$ cat config.mk
export PLATFORM = sky130hd
export DESIGN_NAME = accum_stage
export DESIGN_NICKNAME = d
export VERILOG_FILES = /design/src/rtl/tpu_pkg.sv /design/src/rtl/acc_add.sv /design/src/rtl/fa_cell.sv /design/src/rtl/accum_stage.sv
export SDC_FILE = /design/constraint.sdc
export NUM_CORES = 1
export LEC_CHECK = 0
export CORE_UTILIZATION = 35
export CTS_BUF_LIST = sky130_fd_sc_hd__clkbuf_2 sky130_fd_sc_hd__clkbuf_4 sky130_fd_sc_hd__clkbuf_8
export CTS_CLUSTER_SIZE = 12
export DETAILED_ROUTE_END_ITERATION = 8
export GPL_ROUTABILITY_DRIVEN = 0
export PLACE_DENSITY = 0.67
export SETUP_SLACK_MARGIN = 0.4
export SYNTH_ARGS = -nofsm -noshare
export SYNTH_HDL_FRONTEND = slang
export SYNTH_SLANG_ARGS = --single-unit
$ cat constraint.sdc
create_clock -name clk -period 17.7 [get_ports clk]
set_clock_uncertainty 0.1 [all_clocks]
set_input_delay 5.31 -clock clk [delete_from_list [all_inputs] [get_ports clk]]
set_output_delay 5.31 -clock clk [all_outputs]
set_load 0.1 [all_outputs]
$ cat src/rtl/tpu_pkg.sv
// -----------------------------------------------------------------------------
// tpu_pkg
// Shared constants for the TPU output path: the default datapath widths used by
// the adder and accumulation stages, and the accumulation FSM state encoding.
// -----------------------------------------------------------------------------
package tpu_pkg;

  // Default widths shared with the ripple-carry adder stage.
  localparam int DATA_W_DEF = 32;
  localparam int ACC_W_DEF  = 40;
  localparam int CNT_W_DEF  = 8;

  // Accumulation FSM state encoding.
  localparam logic [1:0] S_IDLE  = 2'd0;
  localparam logic [1:0] S_ACCUM = 2'd1;
  localparam logic [1:0] S_HOLD  = 2'd2;

  typedef enum logic [1:0] {
    ST_IDLE  = S_IDLE,
    ST_ACCUM = S_ACCUM,
    ST_HOLD  = S_HOLD
  } state_e;

endpackage

$ cat src/rtl/acc_add.sv
// -----------------------------------------------------------------------------
// acc_add
// Combinational ACC_W-bit signed adder built as a ripple chain of fa_cell.
// Ports:
//   a   : accumulator operand (signed)
//   b   : sign-extended term operand (signed)
//   sum : a + b, wrapped (or clamped, see below)
//   ovf : signed overflow of a + b
// Build option: when ACCUM_STAGE_SATURATE_EN is defined, an overflowing sum is
// clamped to the most positive / most negative value following the operand
// sign; otherwise the sum wraps modulo 2^ACC_W.
// -----------------------------------------------------------------------------
module acc_add
  import tpu_pkg::*;
#(
  parameter int ACC_W = ACC_W_DEF
) (
  input  logic [ACC_W-1:0] a,
  input  logic [ACC_W-1:0] b,
  output logic [ACC_W-1:0] sum,
  output logic             ovf
);

  logic [ACC_W-1:0] raw_sum_s;
  logic             msb_cin_s;
  logic             msb_cout_s;

  // Each stage keeps its own carry nets so the chain is a plain ripple.
  for (genvar i = 0; i < ACC_W; i++) begin : g_bit
    logic cin_s;
    logic cout_s;
    if (i == 0) begin : g_lsb
      assign cin_s = 1'b0;
    end else begin : g_rest
      assign cin_s = g_bit[i-1].cout_s;
    end
    fa_cell u_fa (
      .a_i (a[i]),
      .b_i (b[i]),
      .c_i (cin_s),
      .s_o (raw_sum_s[i]),
      .c_o (cout_s)
    );
  end

  assign msb_cin_s  = g_bit[ACC_W-1].cin_s;
  assign msb_cout_s = g_bit[ACC_W-1].cout_s;

  // Carry into the sign bit differing from carry out of it is exactly the
  // "equal operand signs, different result sign" condition.
  assign ovf = msb_cin_s ^ msb_cout_s;

`ifdef ACCUM_STAGE_SATURATE_EN
  localparam logic [ACC_W-1:0] SAT_MAX = {1'b0, {(ACC_W-1){1'b1}}};
  localparam logic [ACC_W-1:0] SAT_MIN = {1'b1, {(ACC_W-1){1'b0}}};

  // Clamp toward the common operand sign on overflow.
  always_comb begin
    sum = raw_sum_s;
    if (ovf) begin
      sum = a[ACC_W-1] ? SAT_MIN : SAT_MAX;
    end else begin
      sum = raw_sum_s;
    end
  end
`else
  assign sum = raw_sum_s;
`endif

endmodule

$ cat src/rtl/fa_cell.sv
// -----------------------------------------------------------------------------
// fa_cell
// One-bit full-adder cell, the building block of the ripple-carry adders.
// Ports:
//   a_i, b_i : operand bits
//   c_i      : carry in
//   s_o      : sum bit
//   c_o      : carry out
// -----------------------------------------------------------------------------
module fa_cell (
  input  logic a_i,
  input  logic b_i,
  input  logic c_i,
  output logic s_o,
  output logic c_o
);

  assign s_o = a_i ^ b_i ^ c_i;
  assign c_o = (a_i & b_i) | (c_i & (a_i ^ b_i));

endmodule

$ cat src/rtl/accum_stage.sv
// -----------------------------------------------------------------------------
// accum_stage
// Accumulates a stream of signed partial sums into a wide accumulator and
// emits one result per group (group closed by in_last). Valid/ready on both
// sides; the result is held stable until the consumer takes it.
// Ports:
//   clk, reset       : clock, asynchronous active-low reset
//   in_valid/in_ready: input handshake; in_ready is low only while a result
//                      is held
//   in_data, in_last : signed partial sum, group delimiter
//   out_valid/out_ready : output handshake
//   out_data         : accumulated signed sum (ACC_W bits)
//   out_count        : number of terms in the group, saturating
//   out_ovf          : sticky signed-overflow flag for the group
// Build option: ACCUM_STAGE_SATURATE_EN selects clamping accumulation
// (implemented inside acc_add); default is wraparound.
// -----------------------------------------------------------------------------
module accum_stage
  import tpu_pkg::*;
#(
  parameter int DATA_W = DATA_W_DEF,
  parameter int ACC_W  = ACC_W_DEF,
  parameter int CNT_W  = CNT_W_DEF
) (
  input  logic              clk,
  input  logic              reset,
  input  logic              in_valid,
  output logic              in_ready,
  input  logic [DATA_W-1:0] in_data,
  input  logic              in_last,
  output logic              out_valid,
  input  logic              out_ready,
  output logic [ACC_W-1:0]  out_data,
  output logic [CNT_W-1:0]  out_count,
  output logic              out_ovf
);

  localparam logic [CNT_W-1:0] CNT_ONE = CNT_W'(1);
  localparam logic [CNT_W-1:0] CNT_MAX = {CNT_W{1'b1}};

  state_e            state_q, state_d;
  logic [ACC_W-1:0]  acc_q, acc_d;
  logic [CNT_W-1:0]  cnt_q, cnt_d;
  logic              ovf_q, ovf_d;
  logic              out_valid_q, out_valid_d;

  logic [ACC_W-1:0]  term_s;
  logic [ACC_W-1:0]  sum_s;
  logic              add_ovf_s;
  logic              accept_s;
  logic              xfer_s;

  assign term_s   = ACC_W'($signed(in_data));
  // Decoded from the state register only, so out_ready never reaches it.
  assign in_ready = (state_q != ST_HOLD);
  assign accept_s = in_valid && in_ready;
  assign xfer_s   = out_valid_q && out_ready;

  acc_add #(
    .ACC_W (ACC_W)
  ) u_add (
    .a   (acc_q),
    .b   (term_s),
    .sum (sum_s),
    .ovf (add_ovf_s)
  );

  // Next-state and datapath update for the IDLE/ACCUM/HOLD sequence.
  always_comb begin
    state_d = state_q;
    acc_d   = acc_q;
    cnt_d   = cnt_q;
    ovf_d   = ovf_q;
    case (state_q)
      ST_IDLE: begin
        if (accept_s) begin
          // First term loads directly; no add, so no overflow possible.
          acc_d   = term_s;
          cnt_d   = CNT_ONE;
          ovf_d   = 1'b0;
          state_d = in_last ? ST_HOLD : ST_ACCUM;
        end else begin
          state_d = ST_IDLE;
        end
      end
      ST_ACCUM: begin
        if (accept_s) begin
          acc_d   = sum_s;
          cnt_d   = (cnt_q == CNT_MAX) ? cnt_q : (cnt_q + CNT_ONE);
          ovf_d   = ovf_q | add_ovf_s;
          state_d = in_last ? ST_HOLD : ST_ACCUM;
        end else begin
          state_d = ST_ACCUM;
        end
      end
      ST_HOLD: begin
        if (xfer_s) begin
          acc_d   = '0;
          cnt_d   = '0;
          ovf_d   = 1'b0;
          state_d = ST_IDLE;
        end else begin
          state_d = ST_HOLD;
        end
      end
      default: begin
        acc_d   = '0;
        cnt_d   = '0;
        ovf_d   = 1'b0;
        state_d = ST_IDLE;
      end
    endcase
    out_valid_d = (state_d == ST_HOLD);
  end

  // State and result registers; reset discards any partial group.
  always_ff @(posedge clk or negedge reset) begin
    if (!reset) begin
      state_q     <= ST_IDLE;
      acc_q       <= '0;
      cnt_q       <= '0;
      ovf_q       <= 1'b0;
      out_valid_q <= 1'b0;
    end else begin
      state_q     <= state_d;
      acc_q       <= acc_d;
      cnt_q       <= cnt_d;
      ovf_q       <= ovf_d;
      out_valid_q <= out_valid_d;
    end
  end

  assign out_valid = out_valid_q;
  assign out_data  = acc_q;
  assign out_count = cnt_q;
  assign out_ovf   = ovf_q;

endmodule

* After elaboration in Yosys (flattened, before gate mapping)
Index checks and enable logic that the tools add are counted.
** Storage, ports and cells
- Bits in registers :: 52
- Input port bits :: 37
- Output and inout bits :: 51
- Word-level logic and storage cells :: 237
** Operators by class
- Add/sub/neg operators :: 1
- Equality and inequality tests :: 9
- Mux-type cells :: 18
- Bitwise gates (word level) :: 199
- Reductions and logical operators :: 5
** Operator list (number)
- 40-bit two-way mux :: 3
- 40-bit one-hot mux with 3 select lines :: 1
- 1-bit bitwise XOR :: 80
- 1-bit bitwise AND :: 79
- 1-bit OR :: 40
- 8-bit two-way mux :: 4
- 8-bit one-hot mux with 3 select lines :: 1
- 2-bit inequality test (second input constant) :: 5
- 8-bit by 1-bit adder with 8-bit output (second input constant) :: 1
- 8-bit equality test (second input constant) :: 1
- 2-bit two-way mux :: 4
- 2-bit one-hot mux with 3 select lines :: 1
- 2-bit equality test (second input constant) :: 2
- 4-bit AND reduction :: 1
- 1-bit two-way mux :: 3
- 1-bit one-hot mux with 3 select lines :: 1
- 3-bit AND reduction :: 1
- 2-bit by 1-bit equality test with 1-bit output (second input constant) :: 1
- 1-bit logical AND :: 2
- 2-bit logical NOT :: 1

* Longest topological paths before layout
- Word-level depth :: 83
- Gate-level depth with buffers :: 46
- Gate-level depth less buffers :: 46

* By module
From an unflattened synthesis, not the netlist that was laid out.
** Second synthesis, totals
- Cells, all modules :: 283
- Area total of the unflattened synthesis :: 3609.7 sq um
** Modules (own cells, without submodules)
- accum_stage :: instances 1, cells an instance 241, area each 2796.4 sq um, seq. area each 1301.2 sq um
- fa_cell :: instances 40, cells an instance 1, area each 20.0 sq um, seq. area each 0.0 sq um
- acc_add :: instances 1, cells an instance 2, area each 12.5 sq um, seq. area each 0.0 sq um

* Worst setup path after synthesis
No wires, ideal clock.
- Path kind :: input to register
- Start :: input in_data[0]
- End :: register ovf_q (netlist: out_ovf)
- Setup time :: 0.079 ns
- Data arrival time :: 21.795 ns
- Required time :: 17.521 ns
- Slack :: -4.274 ns
- Stages on the path :: 46
- Path buffers :: 0
- Cell sequence :: ha_1 inv_1 fa_1 fa_1 fa_1 fa_1 fa_1 fa_1 fa_1 fa_1 fa_1 fa_1 fa_1 fa_1 fa_1 fa_1 fa_1 fa_1 (+10 left out) fa_1 fa_1 fa_1 fa_1 fa_1 fa_1 fa_1 fa_1 fa_1 fa_1 inv_1 fa_1 fa_1 inv_1 fa_1 xnor2_1 a21oi_1 a21oi_1
** Between the ends
- Longest elaborated chain between the ends :: 83
** RTL lines
- start: declaration :: RTL line accum_stage.sv:29 : input logic [DATA_W-1:0] in_data,
- 1-bit bitwise AND (*) (2 in a row) :: RTL line fa_cell.sv:19 : assign c_o = (a_i & b_i) | (c_i & (a_i ^ b_i));
- 1-bit OR (*) :: RTL line fa_cell.sv:19
- 1-bit bitwise AND (*) :: RTL line fa_cell.sv:19
- 1-bit OR (*) :: RTL line fa_cell.sv:19
- 1-bit bitwise AND (*) :: RTL line fa_cell.sv:19
- 1-bit OR (*) :: RTL line fa_cell.sv:19
- 1-bit bitwise AND (*) :: RTL line fa_cell.sv:19
- 1-bit OR (*) :: RTL line fa_cell.sv:19
- (+66 left out)
- 1-bit bitwise AND (*) :: RTL line fa_cell.sv:19
- 1-bit OR (*) :: RTL line fa_cell.sv:19
- 1-bit bitwise AND :: RTL line fa_cell.sv:19
- 1-bit OR :: RTL line fa_cell.sv:19
- 1-bit bitwise XOR (*) :: RTL line acc_add.sv:51 : assign ovf = msb_cin_s ^ msb_cout_s;
- 1-bit OR (*) :: RTL line accum_stage.sv:90 : ovf_d = ovf_q | add_ovf_s;
- 1-bit two-way mux (*) :: RTL line accum_stage.sv:87 : if (accept_s) begin
- 1-bit one-hot mux with 3 select lines (*) :: RTL line accum_stage.sv:74 : case (state_q)
- end signal: assignment :: RTL line accum_stage.sv:128 : ovf_q <= ovf_d;
- end: declaration :: RTL line accum_stage.sv:44 : logic ovf_q, ovf_d;
Every way passes the cells marked *; elsewhere a longest branch is shown, timed or not. The select of a mux whose other input is x is not followed.
A chain may end at the register's enable or synchronous reset.

* Final worst setup path
- Start :: input in_data[0]
- End :: register acc_q[39] (netlist: out_data[39])
** Between the ends
- Longest elaborated chain between the ends :: 80
** RTL lines
- 1-bit bitwise AND (2 in a row) :: RTL line fa_cell.sv:19
- 1-bit OR :: RTL line fa_cell.sv:19
- 1-bit bitwise AND :: RTL line fa_cell.sv:19
- 1-bit OR :: RTL line fa_cell.sv:19
- 1-bit bitwise AND :: RTL line fa_cell.sv:19
- 1-bit OR :: RTL line fa_cell.sv:19
- 1-bit bitwise AND :: RTL line fa_cell.sv:19
- 1-bit OR :: RTL line fa_cell.sv:19
- (+63 left out)
- 1-bit OR :: RTL line fa_cell.sv:19
- 1-bit bitwise AND :: RTL line fa_cell.sv:19
- 1-bit OR :: RTL line fa_cell.sv:19
- 1-bit bitwise AND :: RTL line fa_cell.sv:19
- 1-bit OR :: RTL line fa_cell.sv:19
- 1-bit bitwise XOR :: RTL line fa_cell.sv:18 : assign s_o = a_i ^ b_i ^ c_i;
- 40-bit two-way mux :: RTL line accum_stage.sv:87
- 40-bit one-hot mux with 3 select lines :: RTL line accum_stage.sv:74
- end signal: assignment :: RTL line accum_stage.sv:120 : acc_q <= '0;
- end signal: assignment :: RTL line accum_stage.sv:126 : acc_q <= acc_d;
- end: declaration :: RTL line accum_stage.sv:42 : logic [ACC_W-1:0] acc_q, acc_d;
Every way passes these cells. The select of a mux whose other input is x is not followed.

==> results.sh <==
export IMPL_cts_made_buffers=5
export IMPL_hold_path_class="register to register"
export IMPL_synthArstFlopShare_pct=100
export IMPL_ys_top_cells_by_area="dfrtp_1 (33%), fa_1 (20%), buf_4 (8.1%)"
export IMPL_fmax_ghz=0.0520
export IMPL_clk_latency_ns=0.31
export IMPL_portBuffers=87
export IMPL_antenna_found_initial=0
export IMPL_worst_pin_slew_ns=1.03
export IMPL_post_drt_wl_per_cell_um=14.1
export IMPL_cts_buffer_depth=2
export IMPL_synth_top_area_share_pct=33.3
export IMPL_num_vias=2910
export IMPL_r2r_slack_ns=3.08
export IMPL_critPathSlowestCell="fa_2"
export IMPL_grt_start_max_net_pins=65
export IMPL_rsz0062_at_grt="true"
export IMPL_drcViolationCount=0
export IMPL_yosys_warnings=0
export IMPL_r2r_start="out_data[0]"
export IMPL_worst_path_largest_cell_delay_ns=0.52
export IMPL_drive_above_1_share_pct=16.3
export IMPL_drt_first_pass_iters=5
export IMPL_path_class="primary input to register"
export IMPL_hp_start="out_ovf"
export IMPL_slew_headroom_pct=31.4
export IMPL_drt_iter0_drc=63
export IMPL_status="finished with violations"
export IMPL_ff2ff_path_depth=46
export IMPL_synth_nets=500
export IMPL_coreArea_mm2=0.0108
export IMPL_min_to="out_ovf"
export IMPL_cts_root_buffer="clkbuf_8"
export IMPL_finalHoldViolations=0
export IMPL_r2r_end="out_data[39]"
export IMPL_ys_types=36
export IMPL_via_per_inst=4.80
export IMPL_grt_ovfl_total=0
export IMPL_die_h_um=108
export IMPL_antenna_left=0
export IMPL_yosysSeqAreaShare_pct=33.3
export IMPL_setup_viol=6
export IMPL_layout_nets=543
export IMPL_synth_area_leader_cell="dfrtp_1"
export IMPL_grt_usage_pct=16.1
export IMPL_critPathArrivalTime_ns=19.32
export IMPL_ys_ff_latch=52
export IMPL_dpl_hpwl_mm=6.07
export IMPL_grt_pass1_vias=3108
export IMPL_row_count=38
export IMPL_die_w_um=108
export IMPL_syn_area_mm2=0.00391
export IMPL_ys_flop_type="dfrtp_1"
export IMPL_syn_avg_cell_area_um2=9.26
export IMPL_dieArea_mm2=0.0116
export IMPL_crit_path_start_kind="primary input"
export IMPL_min_period_ns=19.25
export IMPL_syn_inst=422
export IMPL_dp_worst_setup_slack_ns=-2.34
export IMPL_setup_ws_ns=-1.55
export IMPL_whs_path_depth=2
export IMPL_numClockSinks=52
export IMPL_cts_htree_levels=2
export IMPL_tritoncts="built"
export IMPL_maxSlewViolCount=0
export IMPL_clk_pin_slew_ns=0.10
export IMPL_violations="setup timing"
export IMPL_maxCapViolations=0
export IMPL_layout_common_cells="clkdlybuf4s50_1 (84), inv_1 (69), dfrtp_1 (51)"
export IMPL_cp_common_cell="fa_2"
export IMPL_drt_total_wl_mm=8.52
export IMPL_required_ns=17.78
export IMPL_crit_path_max_fanout=2
export IMPL_syn_to_final_growth_pct=24.4
export IMPL_finalCritPeriodShare_pct=109
export IMPL_synth_edff_count=0
export IMPL_n_antenna_cell=0
export IMPL_grt_pass1_wl_mm=14.7
export IMPL_design_portCount=88
export IMPL_initial_core_util_pct=36.0
export IMPL_final_common_cell="clkdlybuf4s50_1"
export IMPL_end_kind="register"
export IMPL_setup_tns_ns=-6.29
cell type report:
type                    instances  area (um^2)
inverters                      74          278
clock inverters                 2         35.0
multi-input cells             235         2050
well taps                     140          175
fillers                      1064         5980
repair buffers                 97          941
flip-flops and latches         52         1300
clock buffers                   6         76.3
stage by stage:
stage	util [%]	instance area (um^2)	cells	hold slack, ns
detailed placement	43.4	4710	594	0.431
floorplan	-	4030	422	0.396
CTS	44.7	4840	605	0.460
finish	44.8	4860	606	0.453
global placement	43.4	4710	594	0.429
global route	44.8	4860	606	0.501
cells in the mapped netlist (2+ instances only):
cell type / count
buf_2: 9
inv_1: 74
and2b_1: 2
mux2i_1: 14
o21ai_0: 42
clkbuf_1: 8
nor2_1: 24
o31ai_1: 4
o21bai_1: 2
nand3_1: 4
nor3_1: 2
ha_1: 2
dfrtp_1: 52
fa_1: 39
nand2_1: 36
buf_4: 42
nand3b_1: 13
a211oi_1: 17
a21oi_1: 19
sequential cells by signal, summed over array words and instances (netlist names):
| register | cells |
|---|---|
| state_q | 2 |
| out_data | 40 |
| out_count | 8 |
| out_ovf | 1 |
| out_valid | 1 |
metal layers:
| metal | global-route usage, % | wire length (um) | part of all wire [%] |
|---|---|---|---|
| met5 | 0 | 0 | 0 |
| met4 | 4.01 | 125 | 1.5 |
| met3 | 3.15 | 442 | 5.2 |
| met2 | 28.3 | 4220 | 50 |
| met1 | 20.1 | 3730 | 44 |
critical path: cells and delay by family:
family	cells	cell delay, ns
compound gates	2	0.11
fa+ha+maj	40	13.57
simple gates	1	0.08
buf+inv	4	0.22
logic make-up (layout without fill, tap and decap cells):
| family | count (synthesis) | count (layout) | synth area share, % |
|---|---|---|---|
| adder cells (fa/ha/maj) | 41 | 41 | 20.6 |
| flip-flops | 52 | 52 | 33.3 |
| buffers and inverters | 135 | 179 | 17.5 |
| AND/OR/NAND/NOR | 87 | 87 | 10.6 |
| XOR/XNOR | 1 | 1 | 0.224 |
| multiplexers | 14 | 14 | 3.59 |
| AO/OA/AOI/OAI | 92 | 92 | 14.2 |
worst max path at each step:
stage                     startpoint           end  slack, ns
after floorplan           in_data[0]  out_data[39]      -1.36
after global placement    in_data[0]  out_data[39]      -2.19
after detailed placement  in_data[0]  out_data[39]      -2.34
after CTS                 in_data[0]  out_data[39]      -1.53
after global routing      in_data[0]  out_data[39]      -1.90
final                     in_data[0]  out_data[39]      -1.55
what timing repair did:
item | 4_1_cts | 5_1_grt
pin swaps | 4 | 4
gates resized for setup | 13 | 3
cloned | 0 | 0
hold buffers | 0 | 0
endpoints found under the hold margin | 0 | 0
setup buffers | 3 | 1
endpoints found under the setup margin | 9 | 9
Power is left out: the tool's default activity adds up to more than one toggle a clock period on the data nets, which glitch-free logic cannot reach.
